===== src/rtl/melody_trigger_ctrl.sv =====
// Piezo melody request stage: merges button and event requests into timed start windows.
// Optional macro BTN_DEBOUNCE_EN: defined adds the button debounce counter.
module melody_trigger_ctrl #(
    parameter int unsigned DEBOUNCE_CYC = 20000,
    parameter int unsigned HOLD_CYC     = 4100000,
    parameter int unsigned GAP_CYC      = 1000,
    parameter int unsigned MAX_PEND     = 3
) (
    input  logic       clk,
    input  logic       rst,
    input  logic       btn_in,
    input  logic       event_pulse,
    input  logic       enable,
    output logic       start_melody,
    output logic       busy,
    output logic [1:0] pending,
    output logic       overflow
);

    localparam int unsigned MaxHg  = (HOLD_CYC > GAP_CYC) ? HOLD_CYC : GAP_CYC;
    localparam int unsigned CntMax = (MaxHg > DEBOUNCE_CYC) ? MaxHg : DEBOUNCE_CYC;
    localparam int unsigned CntW   = (CntMax > 1) ? $clog2(CntMax) : 1;

    localparam logic [CntW-1:0] HoldLast = CntW'(HOLD_CYC - 1);
    localparam logic [CntW-1:0] GapLast  = CntW'(GAP_CYC - 1);
    localparam logic [CntW-1:0] CntOne   = CntW'(1);
    localparam logic [1:0]      PendMax  = 2'(MAX_PEND);

    typedef enum logic [1:0] {StIdle, StHold, StGap} state_e;

    state_e          state_q, state_d;
    logic [CntW-1:0] cnt_q, cnt_d;
    logic            launch;

    logic            sync1_q, sync2_q;
    logic            level_prev_q;
    logic            db_level;
    logic            btn_req;
    logic            req;

    logic [1:0]      pending_q, pending_d;
    logic            overflow_q, overflow_d;
    logic            start_q, start_d;
    logic            busy_q, busy_d;

    // Button synchronizer and edge-detect history
    always_ff @(posedge clk or posedge rst) begin
        if (rst) begin
            sync1_q      <= 1'b0;
            sync2_q      <= 1'b0;
            level_prev_q <= 1'b0;
        end else begin
            sync1_q      <= btn_in;
            sync2_q      <= sync1_q;
            level_prev_q <= db_level;
        end
    end

`ifdef BTN_DEBOUNCE_EN
    localparam logic [CntW-1:0] DbLast = CntW'(DEBOUNCE_CYC - 1);

    logic [CntW-1:0] db_cnt_q, db_cnt_d;
    logic            db_level_q, db_level_d;

    always_comb begin
        db_cnt_d   = '0;
        db_level_d = db_level_q;
        if (sync2_q != db_level_q) begin
            if (db_cnt_q == DbLast) begin
                db_level_d = sync2_q;
            end else begin
                db_cnt_d = db_cnt_q + CntOne;
            end
        end
    end

    always_ff @(posedge clk or posedge rst) begin
        if (rst) begin
            db_cnt_q   <= '0;
            db_level_q <= 1'b0;
        end else begin
            db_cnt_q   <= db_cnt_d;
            db_level_q <= db_level_d;
        end
    end

    assign db_level = db_level_q;
`else
    assign db_level = sync2_q;
`endif

    // Only presses request playback; releases are ignored
    assign btn_req = db_level & ~level_prev_q;
    assign req     = btn_req | event_pulse;

    // FSM state register
    always_ff @(posedge clk or posedge rst) begin
        if (rst) begin
            state_q <= StIdle;
            cnt_q   <= '0;
        end else begin
            state_q <= state_d;
            cnt_q   <= cnt_d;
        end
    end

    // FSM next state; enable only gates launching, never shortens a window
    always_comb begin
        state_d = state_q;
        cnt_d   = cnt_q;
        launch  = 1'b0;
        unique case (state_q)
            StIdle: begin
                if (enable && (pending_q != 2'd0)) begin
                    state_d = StHold;
                    cnt_d   = '0;
                    launch  = 1'b1;
                end
            end
            StHold: begin
                if (cnt_q == HoldLast) begin
                    state_d = StGap;
                    cnt_d   = '0;
                end else begin
                    cnt_d = cnt_q + CntOne;
                end
            end
            StGap: begin
                if (cnt_q == GapLast) begin
                    state_d = StIdle;
                    cnt_d   = '0;
                end else begin
                    cnt_d = cnt_q + CntOne;
                end
            end
            default: begin
                state_d = StIdle;
                cnt_d   = '0;
            end
        endcase
    end

    // FSM outputs, decoded from the next state so they flip with the state register
    always_comb begin
        start_d = (state_d == StHold);
        busy_d  = (state_d != StIdle);
    end

    // Pending counter: saturating, launch consumes one entry
    always_comb begin
        pending_d  = pending_q;
        overflow_d = 1'b0;
        if (!enable) begin
            pending_d = 2'd0;
        end else if (req && !launch) begin
            if (pending_q == PendMax) begin
                overflow_d = 1'b1;
            end else begin
                pending_d = pending_q + 2'd1;
            end
        end else if (!req && launch) begin
            pending_d = pending_q - 2'd1;
        end
    end

    always_ff @(posedge clk or posedge rst) begin
        if (rst) begin
            pending_q  <= 2'd0;
            overflow_q <= 1'b0;
            start_q    <= 1'b0;
            busy_q     <= 1'b0;
        end else begin
            pending_q  <= pending_d;
            overflow_q <= overflow_d;
            start_q    <= start_d;
            busy_q     <= busy_d;
        end
    end

    assign start_melody = start_q;
    assign busy         = busy_q;
    assign pending      = pending_q;
    assign overflow     = overflow_q;

endmodule


===== config.mk =====
export PLATFORM = sky130hd
export DESIGN_NAME = melody_trigger_ctrl
export DESIGN_NICKNAME = d
export VERILOG_FILES = /design/src/rtl/melody_trigger_ctrl.sv
export SDC_FILE = /design/constraint.sdc
export NUM_CORES = 1
export LEC_CHECK = 0
export CAP_MARGIN = 0
export CORE_UTILIZATION = 30
export CTS_BUF_LIST = sky130_fd_sc_hd__clkbuf_16
export CTS_CLUSTER_DIAMETER = 40
export DETAILED_ROUTE_END_ITERATION = 8
export GPL_TIMING_DRIVEN = 0
export SLEW_MARGIN = 20
export SYNTH_ARGS = -nofsm -noshare
export SYNTH_HDL_FRONTEND = slang
export SYNTH_SLANG_ARGS = --single-unit

===== constraint.sdc =====
create_clock -name clk -period 2.24 [get_ports clk]
set_input_delay 0.56 -clock clk [delete_from_list [all_inputs] [get_ports clk]]
set_output_delay 0.56 -clock clk [all_outputs]
set_load 0.02 [all_outputs]

After elaboration in Yosys (flattened, before gate mapping)
Index checks and enable logic that the tools add are counted.
{ "classes": {"addsub": 3, "n_mul": 0, "div_mod_pow": 0, "order_cmp": 0, "n_eq_ne": 9, "shifts": 0, "n_mux": 17, "bitwise": 3, "n_reduce_logical": 9} }
{ "op_table": {"columns": ["op", "n"], "rows": [
  ["two-way mux 22 bit", 3],
  ["one-hot mux 22 bit (3 select lines)", 1],
  ["adder 22 x 1 -> 22 bit, second input constant", 1],
  ["== test 22 x 10 -> 1 bit, second input constant", 1],
  ["== test 22 bit, second input constant", 1],
  ["two-way mux 2 bit", 7],
  ["one-hot mux 2 bit (3 select lines)", 1],
  ["two-way mux 1 bit", 5],
  ["== test 2 x 1 -> 1 bit, second input constant", 2],
  ["== test 2 bit, second input constant", 2],
  ["nonzero test 2 bit", 2],
  ["logical AND 1 bit", 3],
  ["inequality test 3 x 1 -> 1 bit, second input constant", 1],
  ["inequality test 3 bit, second input constant", 1],
  ["adder 2 x 1 -> 2 bit, second input constant", 1],
  ["logical NOT 1 bit", 2],
  ["logical NOT 2 bit", 1],
  ["inequality test 2 bit, second input constant", 1],
  ["AND reduction 2 bit", 1],
  ["subtractor 2 x 1 -> 2 bit, second input constant", 1],
  ["bitwise AND 1 bit", 1],
  ["inverter 1 bit", 1],
  ["OR 1 bit", 1]
]} }
{ "totals": {"reg_bits": 32, "latch_bits": 0, "mem_bits_rw": 0, "romBits": 0, "input_bits": 5, "out_inout_bits": 5, "word_cells": 50, "n_memories": 0} }

Logic depth before layout (Yosys ltp)
Gate-level depths: netlist of run 1.
{ "depth": {"ltp_word": 8, "depth_mapped": 8, "mapped_depth_nobuf": 6} }

Worst setup path after synthesis of run 1
Ideal clock, no wire load.
{ "synth_path": {"kind": "register to register", "startpoint": "register cnt_q[16]", "endpoint": "register cnt_q[8]", "arrival_ns": 2.040, "required_ns": 2.121, "path_slack_ns": 0.081, "stages_incl_launch_ff": 7, "period_less_slack_ns": 2.159, "path_cell_list": "dfrtp_1 -> or4_4 -> nor4_4 -> nand2_2 -> a311oi_4 -> buf_8 -> nor2_2"} }
{ "synth_between": {"elab_chain_cells": 3, "word_cells_on_any_way": 5, "classes_between": "eq/ne (2); mux (3)"} }
{ "synth_rtl": {"columns": ["item", "line", "source"], "rows": [
  ["from (decl)", "32", "logic [CntW-1:0] cnt_q, cnt_d;"],
  ["from (signal assigned)", "103", "cnt_q <= cnt_d;"],
  ["== test 22 x 10 -> 1 bit / == test 22 bit (equally long branches)", "129, 121", null],
  ["two-way mux 22 bit, on equally long branches", "129, 121", null],
  ["one-hot mux 22 bit (3 select lines) (*)", "112", "unique case (state_q)"]
]} }
Mark *: on every way between the ends. The rest lies on a longest branch, timed or not.
A chain may end at the register's enable or synchronous reset.

Final worst setup path of run 1
{ "layout_path": {"startpoint": "register cnt_q[4]", "endpoint": "register cnt_q[14]"} }
{ "layout_between": {"elab_chain_cells": 3, "word_cells_on_any_way": 6, "classes_between": "add/sub (1); eq/ne (2); mux (3)"} }
{ "layout_rtl": {"columns": ["item", "line"], "rows": [
  ["adder 22 x 1 -> 22 bit, or another cell as far along", "125, 133"],
  ["two-way mux 22 bit, on equally long branches", "129, 121"],
  ["one-hot mux 22 bit (3 select lines) (*)", "112"]
]} }
Marked as above.

==> out/results.txt, run 1 <==
The flow ran to the end, and the final reports show no timing, DRC or antenna violations. TritonCTS built the clock tree. The repair_antennas step left the layout with diodes totalling 0. The met3 track utilization from global routing was 0.0352. The placed instances occupy a cell area of 2020 sq um. Buffers inserted during clock tree synthesis total 5. For the via count of the first global-routing pass, the log shows 1333. After detailed placement, the design holds a cell count of 263.

The floorplan step set the die width to 80.3 um. The cell count after synthesis came out at 179. For the worst flop-to-flop path, the logic depth is 7.

The clock period could shrink to 2.18 ns. The most heavily used metal layer in global routing is met2. The run gives 2 as the maximum clock path buffer count.

The number of synthesis warnings came out at 0. The fraction of power consumed by the clock network is 0.316, and the detail-routed net length per standard cell is 13.0 um. STA puts the critical path data required time at 2.40 ns.

The number of hold violations in the final report is 0. The path class of the tightest hold or removal check is flop to flop. Derived from the worst setup path, the maximum achievable clock frequency is 0.459 GHz. The kind of cell adding the most delay to the critical path is simple AND/OR/NAND/NOR gates. Entering global routing, the biggest net connects 33 pins. In this run the core area contains 28 standard-cell rows. For the global route total overflow, the log shows 0. The classification of the worst setup path was flop to flop.

The sum of internal, switching and leakage power is 1.93 mW. Fill cells in the final layout number 576. Setup violations remaining at the end of the flow were counted as 0.

The later pin in the worst-skew pair is clocked with a latency of 0.27 ns. The cell at the root of the clock tree is clkbuf_16. Number of max-cap violations: 0. The terminating pin of the worst hold path was db_level$_DFF_PP0_. Data on the critical path arrives at its endpoint at 2.33 ns.

The via count was 1366. On the critical path, the stage with the largest delay is an instance of or4_4. Share of flip-flops with an asynchronous set or reset after synthesis: 1.00.

The run gives 6380 um as the global-route wire length before repair. On the worst path, the slowest cell contributes a delay of 0.54 ns. The run gives 32 as the count of clock tree sinks. After detailed routing, the number of remaining DRC violations is 0. Once layout is done, the placed cells without fillers occupy 2310 sq um. The worst setup path is captured at a flop.

Fraction of layout cells with a size suffix above 1: 0.248. The final count of pins violating max slew is 0, and the actual slew at the worst max-slew pin is 0.686 ns. Total number of nets in the final design: 212. The met1 routing resource usage after global routing was 0.161. Counting instances, the worst hold path has a depth of 0. Overall die height: 80.3 um. The die covers 6440 sq um. The initial cell density of the core is 0.310, and the area growth from synthesis to final layout is 25.5%.

Using the TritonRoute via totals, the vias-per-cell ratio works out to 4.93. The critical path contains buffers and inverters numbering 2 combined. The utilization after layout was 0.390; the net count after synthesis was 189. The met2 demand-to-capacity share in global routing is 0.217. The logs give 0.922 nW for the standby leakage power and 1.33 mW for the internal portion of total power. The tools report the relative slew slack as 0.542.

The post-route non-filler standard cell count was 277. In this run, distinct cell masters in the synthesized netlist total 49. The peak supply drop was 482 uV; the largest clock skew in the final design was 0.00495 ns.

The maximum net fanout on the critical path was 6; the worst hold slack was 0.353 ns. Setup slack on the worst reg-to-reg path comes out at 0.06 ns. The combinational power share is 0.342.

The critical path goes through or4_4, nor4_4, nand2_2, a311oi_4, buf_6, buf_4, nor2_1. The most used flip-flop cell after synthesis was dfrtp_1. Routability-driven placement finished with a final weighted congestion of 0.732. The tools report the initial detailed-routing violation count as 61.

The net switching power was 0.598 mW; the number of synthesized register bits was 32. For the count of nets left with antenna violations after detail routing, the log shows 0. The worst setup path is launched from a flop. CTS built an H-tree with a depth of 2. Leaving out fill and tap cells, the most frequent cells in the layout are dfrtp_1 (31), nand2_1 (20), xor2_1 (13). The wire-length estimate of the detail-placed layout is 2400 um. The synthesized netlist occupies a cell area of 1840 sq um. During I/O placement, the number of pins put on the boundary was 10. Fraction of the yosys area taken by sequential cells: 0.436.

The endpoint identified for the worst register-to-register timing path is cnt_q[14]$_DFFE_PP0P_. The overall fraction of global-route tracks in use came out at 0.129. The number of enable flip-flop cells after synthesis came out at 0. The library cell used most frequently in the layout, excluding fill and tap cells, is dfrtp_1. Power spread over the standard cell area amounts to 837 nW/um^2. The core region is 5920 sq um. The clock-pin slew of the registers on the worst-case setup and hold paths is 0.05 ns, and the fraction of power spent switching nets is 0.310. The pre-antenna-repair detailed-routing pass consisted of 4 iterations. Input and output buffers added on the ports amount to 9.

The number of antenna violations at the first check in global routing was 0; the wire length reported by the detailed router was 3600 um. The final clock period utilization by the worst path is 0.972. The tools report the worst min-delay path startpoint as sync1_q$_DFF_PP0_.

For the sequential cell fraction of total power, the log shows 0.342. In this run the critical register-to-register path is launched from cnt_q[4]$_DFFE_PP0P_. The post-synthesis area per instance is 10.3 sq um.
==> layout make-up <==
| class | count | area, sq um | area share |
|---|---|---|---|
| timing repair buffer | 16 | 164 | 0.0710 |
| multi-input combinational | 133 | 1040 | 0.451 |
| clock buffer | 5 | 125 | 0.0542 |
| inverter | 11 | 41.3 | 0.0179 |
| tap | 75 | 93.8 | 0.0407 |
| buffer | 3 | 32.5 | 0.0141 |
| sequential | 32 | 802 | 0.348 |
| clock inverter | 2 | 7.51 | 0.00325 |
==> power groups by stage <==
stage	Sequential [mW]	Clock, mW	Combinational (mW)
final	0.660	0.610	0.660
after global routing	0.667	0.659	0.726
after CTS	0.660	0.629	0.560
after detailed placement	0.670	0	0.506
after global placement	0.668	0	0.505
after floorplan	0.693	0	0.352
==> cells in the mapped netlist, drive strengths merged (2+ instances only) <==
cell	number	area (sq um)
a2111oi	2	30.0
a211oi	2	15.0
a21oi	2	10.0
a31oi	3	33.8
and2	4	26.3
and3	5	35.0
clkbuf	2	17.5
dfrtp	32	801
ha	5	62.6
inv	11	41.3
nand2	21	81.3
nand3	10	50.1
nand4	5	37.5
nor2	20	100
nor3	4	20.0
nor4	3	48.8
o211ai	5	37.5
o21ai	7	46.3
o311ai	2	25.0
or4	2	18.8
xnor2	4	35.0
xor2	13	114
==> worst max-delay path by stage <==
stage / from / endpoint / depth (start not counted)
2_1_floorplan: cnt_q[16]$_DFFE_PP0P_ / cnt_q[8]$_DFFE_PP0P_ / 6
3_3_place_gp: enable / cnt_q[19]$_DFFE_PP0P_ / 6
3_5_place_dp: enable / cnt_q[19]$_DFFE_PP0P_ / 6
4_1_cts: cnt_q[16]$_DFFE_PP0P_ / busy$_DFF_PP0_ / 5
5_1_grt: cnt_q[4]$_DFFE_PP0P_ / cnt_q[19]$_DFFE_PP0P_ / 7
6_report: cnt_q[4]$_DFFE_PP0P_ / cnt_q[14]$_DFFE_PP0P_ / 7
==> per-stage QoR <==
stage               worst slack (ns)  TNS [ns]
floorplan                     0.0812         0
global placement              -0.395     -4.85
detailed placement            -0.383     -4.99
CTS                           0.0165         0
global route                 -0.0270    -0.112
finish                        0.0632         0
==> worst register-to-register path, cell delays in order (launching register included) <==
cell	delay, ns
dfrtp_2	0.44
or4_4	0.54
nor4_4	0.38
nand2_2	0.11
a311oi_4	0.23
buf_6	0.17
buf_4	0.14
nor2_1	0.05
==> flip-flops by register name, summed over array words and instances (netlist names) <==
| signal | flops |
|---|---|
| pending | 2 |
| start_melody | 1 |
| cnt_q | 22 |
| state_q | 2 |
| level_prev_q | 1 |
| busy | 1 |
| sync1_q | 1 |
| overflow | 1 |
| db_level | 1 |
==> per-layer routing <==
| layer | wire, um | part of all wire | up-vias |
|---|---|---|---|
| li1 | - | - | 681 |
| met1 | 1720 | 0.48 | 667 |
| met2 | 1740 | 0.48 | 16 |
| met3 | 116 | 0.032 | 2 |
| met4 | 22 | 0.0061 | 0 |
| met5 | 0 | 0 | - |
==> logic make-up (layout without fill, tap and decap cells) <==
group                    Yosys count  count (layout)  synth area share
buffers and inverters             14              37            0.0402
flip-flops                        32              32             0.436
XOR/XNOR                          17              17            0.0810
adder cells (fa/ha/maj)            5               5            0.0340
multiplexers                       2               2            0.0116
AO/OA/AOI/OAI                     30              30             0.149
AND/OR/NAND/NOR                   79              79             0.248
==> timing repair <==
item | 4_1_cts | 5_1_grt
pin swaps | 2 | 5
buffers inserted | 3 | 3
cloned | 0 | 1
gates resized for setup | 5 | 9
endpoints found under the setup margin | 23 | 25
hold buffers | 0 | 0
(Power assumes the default switching activity.)
==> run 2: changes to the inputs <==
- CORE_MARGIN: unset -> 3
==> run 2 against run 1 <==
Clock skew up 0.0017 ns. Critical path depth down 1. Non-clock buffer count unchanged. Setup slack worse by 0.057 ns. Via count down 0.81%. Utilization up 1.3 points. Routed wire length up 1.4%. First-iteration DRC count up 31%. Sequential power about the same. Fmax down 2.6%. Total power up 0.96%. Register-to-register slack worse by 0.06 ns.
==> out/results.txt, run 2 (synthesis gave the netlist of run 1 again) <==
The maximum net fanout on the critical path is 6. The worst hold slack is 0.344 ns. The logs give 0 for the detailed-route DRC error count and 0 for the final count of pins violating max slew.

The number of flip-flops in the largest register came out at 22. Pin placement for this block handled 10 I/O pins. The path class of the tightest hold or removal check is flop to flop. The peak supply drop is 429 uV. Dividing total power by cell area gives a power density of 848 nW/um^2. Setup repair after global routing could not meet its margin everywhere.

The analysis attributes to cell leakage a power of 0.922 nW. The first global-routing pass estimated 6340 um of wire. The actual slew at the worst max-slew pin was 0.696 ns. The path with the worst hold slack has its endpoint at db_level$_DFF_PP0_. The highest-delay cell along the critical path is or4_4. The run gives 559 as the filler cell count. The via count was 1355.

The area growth from synthesis to final layout was 25.1%; the maximum clock path buffer count was 2. The type of element launching the critical path was a flop. Leaving out fill and tap cells, the most frequent cell in the layout is dfrtp_1.

The run gives 0.322 as the initial cell density of the core. The worst register-to-register path begins at cnt_q[4]$_DFFE_PP0P_. The total buffers and inverters traversed by the critical path came out at 1.

The critical path in this run is classified as flop to flop. Buffers inserted to repair hold after CTS numbered 0. The H-tree was split into 2 levels. For this run the aggregate overflow at the end of global routing stands at 0. Before antenna repair, the detailed router went through 4 iterations. Clock-pin slew was measured on the worst setup and hold paths at 0.05 ns. Across the run, the number of max-cap violations was 0. The largest clock skew in the final design is 0.00670 ns. 0 antenna diodes ended up in the layout. Entering global routing, the biggest net connects 33 pins.

The HPWL after detailed placement is 2490 um. The tools report the utilization after layout as 0.403. Fraction of layout cells with a size suffix above 1: 0.248. The startpoint identified for the worst hold timing path is sync1_q$_DFF_PP0_. The horizontal extent of the die is 84.3 um. The setup-violating endpoint count in the final report was 0; the number of hold violations in the final report was 0. The run gives 5 as the total CTS buffers. Element type at the critical path end: a flop. For the worst-skew pair, the clock arrives at the later sink with an insertion delay of 0.27 ns.

The run finished with clean final reports. For this block, the initial DRC count from the detailed router was 80. In the routed layout, each cell is associated on average with a via count of 4.95.

The number of antenna violations at the first check in global routing is 0, and the relative slew slack is 0.534. Buffers placed on the I/O ports in this run total 9. The signal on the critical path passes through or4_4, nor4_4, buf_4, a21boi_4, o311ai_4, a21bo_1.

The final clock period utilization by the worst path is 0.997. Routability-driven placement finished with a final weighted congestion of 0.757. The detail-routed net length per standard cell came out at 13.3 um. The tools report the cell at the root of the clock tree as clkbuf_16.

The clock period could shrink to 2.23 ns. The top achievable clock speed is 0.448 GHz. The library cells used most frequently in the layout, excluding fill and tap cells, are dfrtp_1 (31), nand2_1 (20), xor2_1 (13), nor2_2 (12).

The core region is 5710 sq um. Row generation in the floorplan step produced 27 rows. For this block, the routed nets add up to 3650 um of wire. Top register by number of flip-flops: cnt_q. The depth of the most critical reg-to-reg path came out at 6. The net count of the finished layout is 212. The worst reg2reg path endpoint was busy$_DFF_PP0_. Across all register-to-register paths, the minimum setup slack is 0.006 ns. The logs give 1309 for the via count of the first global-routing pass and 7100 sq um for the area enclosed by the die boundary.

The maximum cell stage delay along the critical path works out to 0.53 ns. The clock drives 32 sinks. TritonCTS built the clock tree. At the worst endpoint, the arrival time is 2.39 ns. At the worst endpoint, the required time is 2.40 ns.

The overall die height was 84.3 um. In this design, the largest share of critical-path delay is due to simple AND/OR/NAND/NOR gates. The count of nets left with antenna violations once routing finished came out at 0.

The overall fraction of global-route tracks in use is 0.109, and the number of cells on the worst hold path is 0.
## run 2: metrics by stage
stage | TNS, ns | area, sq um | instances | power [mW] | setup slack, ns
after floorplan | 0 | 1840 | 179 | 1.05 | 0.0812
after global placement | -4.81 | 2020 | 260 | 1.17 | -0.383
after detailed placement | -4.81 | 2020 | 260 | 1.18 | -0.357
after CTS | 0 | 2200 | 269 | 1.84 | 0.00147
after global routing | -0.335 | 2300 | 274 | 2.06 | -0.0816
final | 0 | 2300 | 274 | 1.95 | 0.00585
## run 2: worst max-delay path by stage
stage / from / to / slack (ns) / cells after the start
final: cnt_q[4]$_DFFE_PP0P_ / busy$_DFF_PP0_ / 0.006 / 6
after global routing: cnt_q[4]$_DFFE_PP0P_ / busy$_DFF_PP0_ / -0.08 / 6
after CTS: cnt_q[16]$_DFFE_PP0P_ / busy$_DFF_PP0_ / 0.001 / 5
after detailed placement: enable / cnt_q[19]$_DFFE_PP0P_ / -0.36 / 6
after global placement: enable / cnt_q[19]$_DFFE_PP0P_ / -0.38 / 6
after floorplan: cnt_q[16]$_DFFE_PP0P_ / cnt_q[8]$_DFFE_PP0P_ / 0.08 / 6
## run 2: final cells by class
| cell class | instances | area [sq um] | share of cell area |
|---|---|---|---|
| well taps | 72 | 90.1 | 0.0392 |
| multi-input cells | 133 | 1030 | 0.449 |
| repair buffers | 16 | 168 | 0.0729 |
| inverters | 11 | 41.3 | 0.0180 |
| clock inverters | 2 | 7.51 | 0.00327 |
| flip-flops and latches | 32 | 802 | 0.349 |
| clock buffers | 5 | 125 | 0.0544 |
| plain buffers | 3 | 32.5 | 0.0142 |
## run 2: layer usage
| layer | share of wire | GRT usage | up-vias | wire [um] |
|---|---|---|---|---|
| li1 | - | - | 675 | - |
| met1 | 0.50 | 0.149 | 650 | 1810 |
| met2 | 0.44 | 0.161 | 24 | 1620 |
| met3 | 0.046 | 0.0353 | 6 | 167 |
| met4 | 0.013 | 0.0424 | 0 | 46 |
| met5 | 0 | 0 | - | 0 |
## run 2: worst reg2reg max path, cell delays in order, from the launching register on
cell      delay, ns
dfrtp_2        0.44
or4_4          0.54
nor4_4         0.34
buf_4          0.18
a21boi_4       0.08
o311ai_4       0.32
a21bo_1        0.23
## run 2: power by group
| part | switching [mW] | total (mW) | internal (mW) |
|---|---|---|---|
| Sequential | 0.0388 | 0.661 | 0.622 |
| Combinational | 0.354 | 0.671 | 0.318 |
| Clock | 0.221 | 0.617 | 0.396 |
| Total | 0.613 | 1.95 | 1.34 |
## run 2: timing repair
item | in CTS | in global routing
resized for setup | 5 | 9
gates cloned | 0 | 1
setup buffers | 2 | 4
pin swaps | 1 | 4
endpoints found under the setup margin | 23 | 23
==> run 3: changes to the inputs <==
- PLACE_DENSITY_LB_ADDON: unset -> 0.3
==> run 3 against run 2 <==
Die area stayed put. Sequential cell count stayed put. Final cell count is 0.73% lower.
==> out/results.txt, run 3 (synthesis gave the netlist of run 1 again) <==
The flow ran to the end, and the final reports show no timing, DRC or antenna violations. Overall power consumption after layout is estimated at 1.84 mW. The number of antenna violations at the first check in global routing was 0; the count of pins on the block boundary was 10. The tools report the area enclosed by the die boundary as 7100 sq um. The instance count after placement with tap cells included was 260; the number of hold violations in the final report was 0. The tools report the global route total overflow as 0. Data on the critical path is required at its endpoint by 2.40 ns.

Leaving out fill and tap cells, the most frequent cells in the layout are dfrtp_1 (30), nand2_1 (20), xor2_1 (13), nor2_2 (11). For the pin with the worst max-slew slack, the measured transition is 0.675 ns. Element type at the critical path end: a flop.

The tools report the utilization after layout as 0.393. Counting the buffers created by CTS gives 5. The depth of the most critical reg-to-reg path was 5. Setup-violating endpoint count in the final report: 0.

The run gives 0 as the antenna diode count. Clock-pin slew was measured on the worst setup and hold paths at 0.05 ns. Buffers placed on the I/O ports in this run total 9. The initial detailed-routing violation count came out at 45.

The slowest stage of the critical path is the or4_4 cell. The number of flip-flops in the largest register is 22, and the overall die height is 84.3 um. Walking the worst path, the cells encountered are or4_4, nor4_4, a21boi_2, o311ai_2, a21bo_1. For this run, the detailed router's first-pass iteration total came to 4. Dividing total power by cell area gives a power density of 821 nW/um^2. The tools report the depth of the CTS H-tree as 2. Routability-driven placement finished with a final weighted congestion of 0.724. The total number of nets in the final design is 209, and the post-placement cell area is 2020 sq um. The area growth from synthesis to final layout was 22.1%. The final clock period utilization by the worst path was 0.984; the post-place setup slack was -0.406 ns.

The run gives 0 as the final count of pins violating max slew. The overall fraction of global-route tracks in use was 0.108. The count of clock tree sinks came out at 32.

The count of nets left with antenna violations after detail routing is 0, and the final critical delay including setup and external delays is 2.20 ns. The detailed router placed 1361 vias in this run. Buffers inserted to repair hold after CTS numbered 0. After routing the design area is 2240 sq um. The logs give 0.00430 ns for the largest clock skew in the final design and 27 for the cell row count. The maximum clock path buffer count is 2. For the peak supply drop, the log shows 377 uV. The type of element launching the critical path is a flop.

STA puts the critical path data arrival time at 2.37 ns. Leaving out fill and tap cells, the most frequent cell in the layout is dfrtp_1. Initial cell density of the core: 0.322. The setup slack after layout came out at 0.0353 ns. For this design the static power due to leakage is 0.901 nW. The tools report the relative slew slack as 0.549. cnt_q holds more flip-flops than any other register. Setup repair after global routing could not meet its margin everywhere.

Using the TritonRoute via totals, the vias-per-cell ratio works out to 5.00. The core region is 5710 sq um. Counting instances, the worst hold path has a depth of 0.

Static timing analysis puts the maximum clock frequency at 0.454 GHz. The global-route wire length before repair is 6310 um, and the maximum net fanout on the critical path is 5. TritonCTS built the clock tree. The path class of the tightest hold or removal check is flop to flop. The fraction of layout cells with a size suffix above 1 came out at 0.250. The logs give 0 for the detailed-route DRC error count and 0 for the number of max-cap violations. In this design, the stage delay of the slowest critical-path cell is 0.53 ns.

The classification of the worst setup path was flop to flop. In the final routed layout, each cell accounts on average for 13.4 um. The finished layout holds 272 standard cells, fillers aside.

After detailed routing, the total wire length is 3640 um. The via count of the first global-routing pass came out at 1321. The clock network latency to the later pin of the worst-skew pair is 0.27 ns. After filler insertion, the fill cell instance count of the layout stands at 578. The tools report the cell at the root of the clock tree as clkbuf_16. Entering global routing, the biggest net connects 33 pins.

For the final HPWL from detailed placement, the log shows 2500 um. The floorplan step set the die width to 84.3 um.
[run 3: critical path, delay by kind of cell (launching register included)]
kind             cells  cell delay [ns]
AND/OR/NAND/NOR      2             0.88
AO/OA/AOI/OAI        3             0.77
flip-flops           1             0.44
[run 3: timing repair]
item                                    in CTS  in global routing
cloned                                       0                  0
endpoints found under the setup margin      23                 23
setup buffers                                1                  3
resized for setup                            5                  6
pin swaps                                    1                  5
[run 3: cell type report]
cell class	instances	area, sq um	area share
plain buffers	3	32.5	0.0145
clock buffers	5	125	0.0557
clock inverters	3	13.8	0.00613
inverters	11	41.3	0.0184
multi-input cells	133	1020	0.454
flip-flops and latches	32	803	0.358
well taps	72	90.1	0.0401
repair buffers	13	120	0.0535
[run 3: power by group]
| part | switching, mW | total (mW) | internal (mW) |
|---|---|---|---|
| clock network | 0.229 | 0.632 | 0.402 |
| registers | 0.0377 | 0.660 | 0.622 |
| logic | 0.319 | 0.552 | 0.233 |
[run 3: layer usage]
layer	part of all wire	global-route usage
met5	0	0
met4	0.0082	0.0351
met3	0.033	0.0304
met2	0.47	0.170
met1	0.49	0.144
[run 3: worst paths after layout]
kind / endpoint / from / slack (ns)
max: busy$_DFF_PP0_ / cnt_q[4]$_DFFE_PP0P_ / 0.04
min: db_level$_DFF_PP0_ / sync1_q$_DFF_PP0_ / 0.35
max reg2reg: busy$_DFF_PP0_ / cnt_q[4]$_DFFE_PP0P_ / 0.04
min reg2reg: db_level$_DFF_PP0_ / sync1_q$_DFF_PP0_ / 0.35
max in group asynchronous: cnt_q[3]$_DFFE_PP0P_ / rst / 1.05
min in group asynchronous: sync1_q$_DFF_PP0_ / rst / 0.71
[run 3: metrics by stage]
stage	hold WS [ns]	setup TNS, ns
6_report	0.345	0
4_1_cts	0.349	0
2_1_floorplan	0.331	0
3_3_place_gp	0.337	-4.99
5_1_grt	0.358	-0.0440
3_5_place_dp	0.336	-5.20
